<file path="config.mk">
export PLATFORM = sky130hd
export DESIGN_NAME = ram_arbiter
export DESIGN_NICKNAME = d
export VERILOG_FILES = /design/src/rtl/ram_arbiter.sv
export SDC_FILE = /design/constraint.sdc
export NUM_CORES = 1
export LEC_CHECK = 0
export BUFFER_PORTS_ARGS = -buffer_cell sky130_fd_sc_hd__clkbuf_2
export CAP_MARGIN = 25
export CORE_MARGIN = 8
export CORE_UTILIZATION = 40
export CTS_BUF_LIST = sky130_fd_sc_hd__clkbuf_8
export DETAILED_ROUTE_END_ITERATION = 7
export GPL_ROUTABILITY_DRIVEN = 0
export HOLD_SLACK_MARGIN = 0.1
export PLACE_DENSITY = 0.69
export SLEW_MARGIN = 25
export SYNTH_ARGS = -nofsm -noshare
export SYNTH_HDL_FRONTEND = slang
export SYNTH_SLANG_ARGS = --single-unit
</file>
<file path="constraint.sdc">
create_clock -name clk -period 2.2 [get_ports clk]
set_clock_uncertainty 0.2 [all_clocks]
set_input_delay 0.11 -clock clk [delete_from_list [all_inputs] [get_ports clk]]
set_output_delay 0.11 -clock clk [all_outputs]
set_load 0.01 [all_outputs]
</file>
<file path="src/rtl/ram_arbiter.sv">
// Round-robin arbiter and access sequencer that lets two requesters share one
// synchronous 16 x 8 RAM port, producing a single-cycle write strobe per access.
module ram_arbiter #(
    parameter int ADDR_W = 4,
    parameter int DATA_W = 8
) (
    input  logic              clk,
    input  logic              reset_n,
    input  logic              req0,
    input  logic              req1,
    input  logic              we0,
    input  logic              we1,
    input  logic [ADDR_W-1:0] addr0,
    input  logic [ADDR_W-1:0] addr1,
    input  logic [DATA_W-1:0] wdata0,
    input  logic [DATA_W-1:0] wdata1,
    output logic              gnt0,
    output logic              gnt1,
    output logic              done0,
    output logic              done1,
    output logic [DATA_W-1:0] rdata0,
    output logic [DATA_W-1:0] rdata1,
    output logic              busy,
    output logic              ram_we,
    output logic [ADDR_W-1:0] ram_address,
    output logic [DATA_W-1:0] ram_data_in,
    input  logic [DATA_W-1:0] ram_data_out
);

    localparam logic [1:0] S_IDLE   = 2'd0;
    localparam logic [1:0] S_ACCESS = 2'd1;
    localparam logic [1:0] S_READ   = 2'd2;
    localparam logic [1:0] S_DONE   = 2'd3;

    logic [1:0]        r_state;
    logic              r_last;
    logic              r_port;
    logic              r_we;
    logic              r_gnt0;
    logic              r_gnt1;
    logic              r_done0;
    logic              r_done1;
    logic              r_busy;
    logic              r_ram_we;
    logic [ADDR_W-1:0] r_ram_address;
    logic [DATA_W-1:0] r_ram_data_in;
    logic [DATA_W-1:0] r_rdata0;
    logic [DATA_W-1:0] r_rdata1;

    logic              w_any_req;
    logic              w_pick1;
    logic              w_we_sel;
    logic [ADDR_W-1:0] w_addr_sel;
    logic [DATA_W-1:0] w_wdata_sel;

    // Port 1 wins when it is alone, or when both ask and port 0 was served last.
    assign w_any_req   = req0 | req1;
    assign w_pick1     = req1 & (~req0 | ~r_last);
    assign w_we_sel    = w_pick1 ? we1    : we0;
    assign w_addr_sel  = w_pick1 ? addr1  : addr0;
    assign w_wdata_sel = w_pick1 ? wdata1 : wdata0;

    // NOTE: all state is updated with non-blocking assignments so every register
    // samples pre-edge values; blocking here would create order-dependent races.
    always_ff @(posedge clk or negedge reset_n) begin
        if (!reset_n) begin
            r_state       <= S_IDLE;
            r_last        <= 1'b1;
            r_port        <= 1'b0;
            r_we          <= 1'b0;
            r_gnt0        <= 1'b0;
            r_gnt1        <= 1'b0;
            r_done0       <= 1'b0;
            r_done1       <= 1'b0;
            r_busy        <= 1'b0;
            r_ram_we      <= 1'b0;
            r_ram_address <= '0;
            r_ram_data_in <= '0;
            r_rdata0      <= '0;
            r_rdata1      <= '0;
        end else begin
            case (r_state)
                S_IDLE: begin
                    if (w_any_req) begin
                        r_port        <= w_pick1;
                        r_last        <= w_pick1;
                        r_we          <= w_we_sel;
                        r_ram_we      <= w_we_sel;
                        r_ram_address <= w_addr_sel;
                        r_ram_data_in <= w_wdata_sel;
                        r_gnt0        <= ~w_pick1;
                        r_gnt1        <= w_pick1;
                        r_busy        <= 1'b1;
                        r_state       <= S_ACCESS;
                    end
                end
                S_ACCESS: begin
                    // The RAM captures the command at this edge; the strobe ends here.
                    r_ram_we <= 1'b0;
                    if (r_we) begin
                        r_done0 <= ~r_port;
                        r_done1 <= r_port;
                        r_state <= S_DONE;
                    end else begin
                        r_state <= S_READ;
                    end
                end
                S_READ: begin
                    if (r_port) begin
                        r_rdata1 <= ram_data_out;
                    end else begin
                        r_rdata0 <= ram_data_out;
                    end
                    r_done0 <= ~r_port;
                    r_done1 <= r_port;
                    r_state <= S_DONE;
                end
                S_DONE: begin
                    r_gnt0  <= 1'b0;
                    r_gnt1  <= 1'b0;
                    r_done0 <= 1'b0;
                    r_done1 <= 1'b0;
                    r_busy  <= 1'b0;
                    r_state <= S_IDLE;
                end
                default: begin
                    r_state <= S_IDLE;
                end
            endcase
        end
    end

    assign gnt0        = r_gnt0;
    assign gnt1        = r_gnt1;
    assign done0       = r_done0;
    assign done1       = r_done1;
    assign rdata0      = r_rdata0;
    assign rdata1      = r_rdata1;
    assign busy        = r_busy;
    assign ram_we      = r_ram_we;
    assign ram_address = r_ram_address;
    assign ram_data_in = r_ram_data_in;

endmodule

</file>
==> results of run 1 <==
state kept, by name, summed over array words and instances, names as in the netlist, 2 cells and up:
signal	flops
ram_address	4
rdata1	8
ram_data_in	8
rdata0	8
r_state	2
metrics by stage:
step	cell area (µm²)	instances	total power [µW]
after floorplan	1810	160	2310
after global placement	2180	277	2820
after detailed placement	2180	277	2850
after CTS	2690	323	3630
after global routing	2690	323	3850
final	2690	323	3600
placed cells by master (no fill, tap or decap):
master | netlist | layout
ha_1 | 6 | 5
inv_1 | 5 | 6
dfstp_2 | 1 | 1
o211ai_1 | 1 | 1
a21boi_4 | 1 | 1
dfrtp_1 | 38 | 38
dlygate4sd3_1 | 0 | 38
nand2_2 | 1 | 1
clkbuf_8 | 0 | 5
a31oi_1 | 3 | 3
o21ai_0 | 2 | 2
o21ai_2 | 3 | 3
or3b_4 | 1 | 1
nor2b_1 | 2 | 2
a22oi_2 | 1 | 1
o311a_1 | 1 | 1
buf_4 | 2 | 2
nor2_1 | 16 | 16
nor3b_1 | 1 | 1
nand2b_1 | 1 | 1
bufinv_16 | 0 | 2
o31ai_1 | 1 | 1
a21oi_2 | 2 | 2
mux2_2 | 18 | 18
a21oi_1 | 25 | 25
nand4bb_1 | 1 | 1
o21a_2 | 1 | 1
ha_2 | 0 | 1
clkbuf_2 | 0 | 71
a21bo_2 | 1 | 1
a211oi_1 | 1 | 1
mux2i_1 | 1 | 1
nand2_1 | 17 | 17
what timing repair did:
item | in CTS | in global routing
setup endpoints to repair | 0 | 1
hold buffers | 38 | 0
resized for setup | 0 | 1
hold endpoints to repair | 74 | 0
metal layers:
layer	vias up	global-route usage, %
met5	-	0
met3	7	3.71
met2	38	27.8
met4	0	6.23
met1	758	14.4
li1	773	-
final timing paths:
check	to	slack (ps)	cells after the start
min	ram_data_in[2]	230	3
min reg2reg	rdata1[6]	310	1
min in group clk	rdata1[6]	310	1
max reg2reg	r_last	180	5
max	r_last	180	5
max in group asynchronous	r_last	1200	3
worst max-delay path: stages (launching register included):
cell and delay [ps]:
dfrtp_1 420, inv_1 180, ha_2 330, a21oi_1 90, a31oi_1 160, dlygate4sd3_1 580
report_power, final:
| group | switching [µW] | internal [µW] | total, µW |
|---|---|---|---|
| Clock | 253 | 449 | 701 |
| Sequential | 214 | 1090 | 1310 |
| Combinational | 830 | 762 | 1590 |
| Total | 1300 | 2300 | 3600 |
final cells by class:
| type | instances | area share, % |
|---|---|---|
| Clock buffer | 5 | 2.55 |
| Inverter | 5 | 0.697 |
| Tap cell | 52 | 2.42 |
| Clock inverter | 3 | 2.37 |
| Multi-Input combinational cell | 108 | 27.8 |
| Timing Repair Buffer | 111 | 27.9 |
| Sequential cell | 39 | 36.3 |
cell families (layout without fill, tap and decap cells):
logic type	after synthesis	after routing	share of synthesized area [%]
mux	19	19	11.7
buf+inv	13	124	4.90
simple gates	40	40	9.87
compound gates	43	43	15.5
flops	39	39	53.9
fa+ha+maj	6	6	4.14
==> out/summary.txt, run 1 <==
Met2 WL: 2890 µm
Synth async-reset ratio: 100%
DR WL/cell: 15.4 µm
Synth cell types: 30
Post-Syn Area: 1810 µm²
CP Launch Point: r_state[0]
Number of synthesized register bits: 39
Post-place setup slack: 235 ps
HP Class: input port to asynchronous set/reset pin
Via density: 4.88
Routed Wire Length: 4970 µm
PwrDens: 1340 nW/µm²
Synthesis Warnings: 0
Max frequency: 495 MHz
M1 WL: 1840 µm
Clock Tree Buf Depth: 2
CP startpoint kind: register
Initial antenna violation count: 0
Worst VDD drop: 0.000620 V
Setup Fix Bufs, Post-CTS: 0
Starting density of the core: 41.6%
Remaining DRCs: 0
RSZ-0062 raised after global routing: false
Area of the multi-input gates: 749 µm²
Met3 routed WL: 173 µm
Outcome: complete, no violations
Sequential area share after synthesis: 53.9%
Mapped Nets: 204
DRT iter0 DRCs: 79
Worst setup margin: 179 ps
Max-slew violation count: 0
Post-synth top cells: dfrtp_1 (38), a21oi_1 (25), mux2_2 (18), nand2_1 (17), nor2_1 (16)
Req. time, crit path: 2240 ps
Worst path arrival time: 2060 ps
Most frequent cell after synthesis: dfrtp_1
FP Rows: 24
Max FO, Critical Path: 11
LEAKAGE: 0.00131 µW
Post-DP HPWL: 3270 µm
# diodes: 0
MaxCap Viol Count: 0
Vias: 1,576
Pin count of the biggest net entering global routing: 40
Core area: 4350 µm²
# port buffers: 71
P&R area growth vs syn: 48.6%
Syn_area_per_cell: 11.3 µm²
Synth Flop Type: dfrtp_1
IO Count: 72
Final hold violations: 0
Overflow after GRT: 0
Measured slew at the worst slew-check pin: 621 ps
Share of post-route cells with drive strength above 1: 41.0%
CTS tree: yes
CTS H-tree lvls: 2
Clk sinks: 39
Synth top area share: 52.4%
Die height: 83.3 µm
Final Cycle Share: 91.9%
Max_slew headroom: 58.6%
Root buf cell: clkbuf_8
Register area: 977 µm²
Dominant cell type by area after synthesis: dfrtp_1
Insertion delay to the later sink of the worst-skew pair: 290 ps
DIE AREA: 6940 µm²
Die X-Extent: 83.3 µm
Critical Path Sink Type: register
Post-synth EDFFs: 0
Fin Hold WS: 229 ps
Num CTS Buffers: 5
Crit Path Category: register to register
# nets final: 314
Final ANT Viol Nets: 0
Ranking of synthesized cells by area: dfrtp_1 (52%), mux2_2 (11%), a21oi_1 (6.9%)
Vias in the first global route: 1,681
Fin crit period: 2020 ps
FILL cells: 361
First-pass GRT wire length: 8240 µm
Setup violators final: 0
Top sig layer: met4
DRT Pass-1 Iters: 4
Post-route setup TNS: 0 ps
Gr usage total: 14.6%
Post-Syn Instances: 160
Worst reg2reg path startpoint: r_state[0]
Clock Pin Slew Worst Setup and Hold Paths: 80 ps
Core Util, Final: 61.9%
Note: power is estimated with default switching activity, not from simulation.
==> run 2, diff against run 1 <==
Settings changed: CORE_UTILIZATION 40 to 45, PLACE_DENSITY 0.69 to 0.76.
Clock period 2.2 ns to 2 ns, I/O delays scaled along.
==> run 2 against run 1 <==
- sequential cell count stayed put
- global-route usage is 1.6 points higher
- critical path depth did not move
- final cell count up 0.31%
- final area shrank 1.1%
- combinational power grew 11%
- via count rose by 3.7%
- die area shrank 9.0%
- critical endpoint is now r_state[0]
- largest cell class unchanged
- highest routed layer unchanged
==> out/summary.txt, run 2 (same netlist as run 1, synthesis figures left out) <==
Crit Path Category: register to register
Insertion delay to the later sink of the worst-skew pair: 280 ps
CTS tree: yes
Logic pwr share: 47.4%
Commonest non-fill, non-tap cell in the layout: clkbuf_2
DR WL/cell: 15.8 µm
Clock Tree Buf Depth: 2
Worst path arrival time: 1850 ps
# port buffers: 71
Final Cell Area: 2660 µm²
Root buf cell: clkbuf_8
Setup crit end: r_state[0]
Switching Share: 38.5%
Core area: 3940 µm²
Die X-Extent: 79.5 µm
Die height: 79.5 µm
First-pass GRT wire length: 8140 µm
DRT iter0 DRCs: 60
Sequential Power Share: 39.0%
Routed Wire Length: 5120 µm
Outcome: complete, no violations
Critical Path Sink Type: register
Starting density of the core: 46.0%
Post-cts gate resize count: 0
Via density: 5.05
Core Util, Final: 67.6%
Worst reg2reg path startpoint: r_state[0]
Overflow after GRT: 0
Clock Pin Slew Worst Setup and Hold Paths: 70 ps
Setup violators final: 0
MaxCap Viol Count: 0
Worst VDD drop: 0.000595 V
Commonest non-fill, non-tap cells in the layout: clkbuf_2 (71), dfrtp_1 (38), dlygate4sd3_1 (38)
LEAKAGE: 0.00130 µW
Max FO, Critical Path: 11
Clock network fraction of total power: 13.5%
Reg2Reg Depth: 5
Vias in the first global route: 1,690
Final hold violations: 0
Vias: 1,635
Remaining DRCs: 0
Clk sinks: 39
Pint: 2290 µW
Non-Filler Instances: 324
DIE AREA: 6320 µm²
Num CTS Buffers: 5
Final Cycle Share: 95.0%
PwrDens: 1400 nW/µm²
R2r setup slk: 100 ps
P&R area growth vs syn: 46.9%
RSZ-0062 raised after global routing: false
Req. time, crit path: 1950 ps
CP Launch Point: r_state[0]
Final ANT Viol Nets: 0
Placed Instance Area: 2200 µm²
# diodes: 0
Post-DP HPWL: 3190 µm
Net Sw Power: 1430 µW
IO Count: 72
# nets final: 317
Share of post-route cells with drive strength above 1: 41.2%
Max frequency: 526 MHz
Fin crit period: 1900 ps
HP Class: input port to asynchronous set/reset pin
Max-slew violation count: 0
Measured slew at the worst slew-check pin: 684 ps
Post-route setup TNS: 0 ps
Capture point of the worst reg-to-reg path: r_state[0]
CP startpoint kind: register
Gr usage total: 16.2%
Pin count of the biggest net entering global routing: 17
Initial antenna violation count: 0
Placed insts: 278
DRT Pass-1 Iters: 4
Max_slew headroom: 54.4%
CTS H-tree lvls: 2
FP Rows: 23
run 2: changes by cell type in the layout (fill, tap and decap cells not counted):
cell / previous run / this run
clkinvlp_4: 0 / 1
clkinv_2: 0 / 1
buf_4: 2 / 5
bufinv_16: 2 / 0
ha_1: 5 / 6
ha_2: 1 / 0
run 2: power by group through the flow:
stage | registers [µW] | clock network, µW | logic [µW]
finish | 1450 | 503 | 1760
global route | 1500 | 555 | 1940
CTS | 1450 | 512 | 1770
detailed placement | 1460 | 0 | 1710
global placement | 1450 | 0 | 1660
floorplan | 1590 | 0 | 949
run 2: how the worst min path moves through the flow:
| stage | start | end | slack, ps | cells past startpoint |
|---|---|---|---|---|
| floorplan | reset_n | busy | -400 | 0 |
| global placement | reset_n | rdata1[7] | -180 | 1 |
| detailed placement | reset_n | rdata1[7] | -180 | 1 |
| CTS | reset_n | busy | 140 | 3 |
| global route | reset_n | gnt1 | 150 | 3 |
| finish | reset_n | gnt1 | 110 | 3 |
run 2: per-layer routing:
| metal | up-vias | wire, µm | GRT usage [%] |
|---|---|---|---|
| li1 | 777 | - | - |
| met1 | 773 | 2030 | 18.0 |
| met2 | 78 | 2510 | 27.3 |
| met3 | 7 | 528 | 7.32 |
| met4 | 0 | 46 | 4.44 |
| met5 | - | 0 | 0 |
run 2: cell type report:
cell class | instances | area, µm²
well taps | 50 | 62.6
repair buffers | 114 | 773
inverters | 5 | 18.8
fillers | 285 | 1280
flip-flops and latches | 39 | 977
clock buffers | 5 | 68.8
clock inverters | 3 | 16.3
multi-input cells | 108 | 747
run 2: through the flow:
step                      total power (µW)  hold WS [ps]  setup slack [ps]
final                                 3720           114              99.4
after global routing                  4000           147              25.4
after CTS                             3730           137               109
after detailed placement              3170          -185               115
after global placement                3110          -181               170
after floorplan                       2540          -396               237
run 2: timing repair:
item,CTS,global route
hold buffers,38,0
buffers inserted,0,0
hold endpoints to repair,74,0
run 2: worst max-delay path, stage by stage, from the launching register on:
cell and delay (ps):
dfrtp_1 430, inv_1 100, ha_1 400, or3b_4 480
o21ai_2 80, a22oi_2 90
==> run 3, diff against run 2 <==
Settings changed: MAX_ROUTING_LAYER from default to met4.
==> run 3 against run 2 <==
- non-clock buffer count is the same
- wire length decreased by 0.31%
- clock-buffer cell count unchanged
- worst hold slack about the same
- global-route usage is 0.47 points higher
- highest routed layer unchanged
==> out/summary.txt, run 3 (same netlist as run 1, synthesis figures left out) <==
DRT Pass-1 Iters: 5
Max FO, Critical Path: 11
Root buf cell: clkbuf_8
DR WL/cell: 15.8 µm
HP Class: input port to asynchronous set/reset pin
Pin count of the biggest net entering global routing: 17
# nets final: 317
Die height: 79.5 µm
Clock Pin Slew Worst Setup and Hold Paths: 70 ps
Reg2Reg Depth: 5
Post-DP HPWL: 3190 µm
Worst reg2reg path startpoint: r_state[0]
Die X-Extent: 79.5 µm
Commonest non-fill, non-tap cells in the layout: clkbuf_2 (71), dfrtp_1 (38), dlygate4sd3_1 (38)
Overflow after GRT: 0
Routed Wire Length: 5110 µm
Clock Tree Buf Depth: 2
MaxCap Viol Count: 0
Worst path arrival time: 1840 ps
Share of post-route cells with drive strength above 1: 41.2%
Post-route setup TNS: 0 ps
Remaining DRCs: 0
Critical Path Sink Type: register
PwrDens: 1400 nW/µm²
DRT iter0 DRCs: 62
Via density: 5.02
R2r setup slk: 110 ps
Vias in the first global route: 1,700
Starting density of the core: 46.0%
Num CTS Buffers: 5
Vias: 1,625
Capture point of the worst reg-to-reg path: r_state[0]
LEAKAGE: 0.00130 µW
Max frequency: 528 MHz
IO Count: 72
Worst VDD drop: 0.000598 V
# diodes: 0
Max_slew headroom: 54.4%
CP startpoint kind: register
P&R area growth vs syn: 46.9%
Final Cycle Share: 94.6%
Final ANT Viol Nets: 0
Final hold violations: 0
First-pass GRT wire length: 8110 µm
Crit Path Category: register to register
Worst setup margin: 107 ps
Commonest non-fill, non-tap cell in the layout: clkbuf_2
CTS H-tree lvls: 2
Setup Fix Bufs, Post-CTS: 0
Post-place setup slack: 115 ps
FP Rows: 23
RSZ-0062 raised after global routing: false
Gr usage total: 16.7%
Outcome: complete, no violations
Post-cts gate resize count: 0
DIE AREA: 6320 µm²
Clk sinks: 39
Initial antenna violation count: 0
Insertion delay to the later sink of the worst-skew pair: 280 ps
CTS tree: yes
Max-slew violation count: 0
Fin crit period: 1890 ps
Setup violators final: 0
Core area: 3940 µm²
Tot Pwr: 3720 µW
# port buffers: 71
Fin Hold WS: 115 ps
Measured slew at the worst slew-check pin: 684 ps
Req. time, crit path: 1950 ps
==> run 3: cell counts in the layout (fill, tap and decap cells not counted) <==
Identical to the previous run, type by type.
==> run 3: worst max path at each step <==
| stage | start | endpoint | slack [ps] | cells past startpoint |
|---|---|---|---|---|
| after global placement | r_state[0] | r_state[0] | 170 | 5 |
| after CTS | r_state[1] | r_state[0] | 110 | 5 |
| after global routing | r_state[1] | gnt0 | 20 | 4 |
| after detailed placement | r_state[1] | r_state[0] | 110 | 5 |
| after floorplan | r_state[1] | r_state[0] | 240 | 6 |
| final | r_state[0] | r_state[0] | 110 | 5 |
==> run 3: where the power goes <==
part	internal (µW)	switching [µW]	total [µW]
logic	847	916	1760
registers	1200	250	1450
clock network	239	266	505
total	2290	1430	3720
==> run 3: per-layer routing <==
metal / routed length [µm] / up-vias / GRT usage (%)
met5: 0 / - / -
met4: 42 / 0 / 4.44
met3: 434 / 5 / 5.74
met2: 2500 / 68 / 27.3
met1: 2130 / 773 / 19.0
li1: - / 779 / -
==> run 3: what timing repair did <==
action | in CTS | in global routing
endpoints found under the setup margin | 0 | 0
hold endpoints to repair | 74 | 0
hold buffers | 38 | 0
==> run 3: layout make-up <==
cell class,instances,area [µm²]
Clock inverter,3,16.3
Clock buffer,5,68.8
Timing Repair Buffer,114,773
Inverter,5,18.8
Multi-Input combinational cell,108,747
Sequential cell,39,977
Tap cell,50,62.6
Fill cell,285,1280
==> run 3: per-stage QoR <==
step / instances / utilization (%) / area (µm²)
floorplan: 160 / - / 1810
global placement: 278 / 55.8 / 2200
detailed placement: 278 / 55.8 / 2200
CTS: 324 / 67.6 / 2660
global route: 324 / 67.6 / 2660
finish: 324 / 67.6 / 2660
==> run 3: worst max-delay path, cell delays in order (launching register included) <==
cell	delay (ps)
dfrtp_1	430
inv_1	100
ha_1	390
or3b_4	480
o21ai_2	80
a22oi_2	90
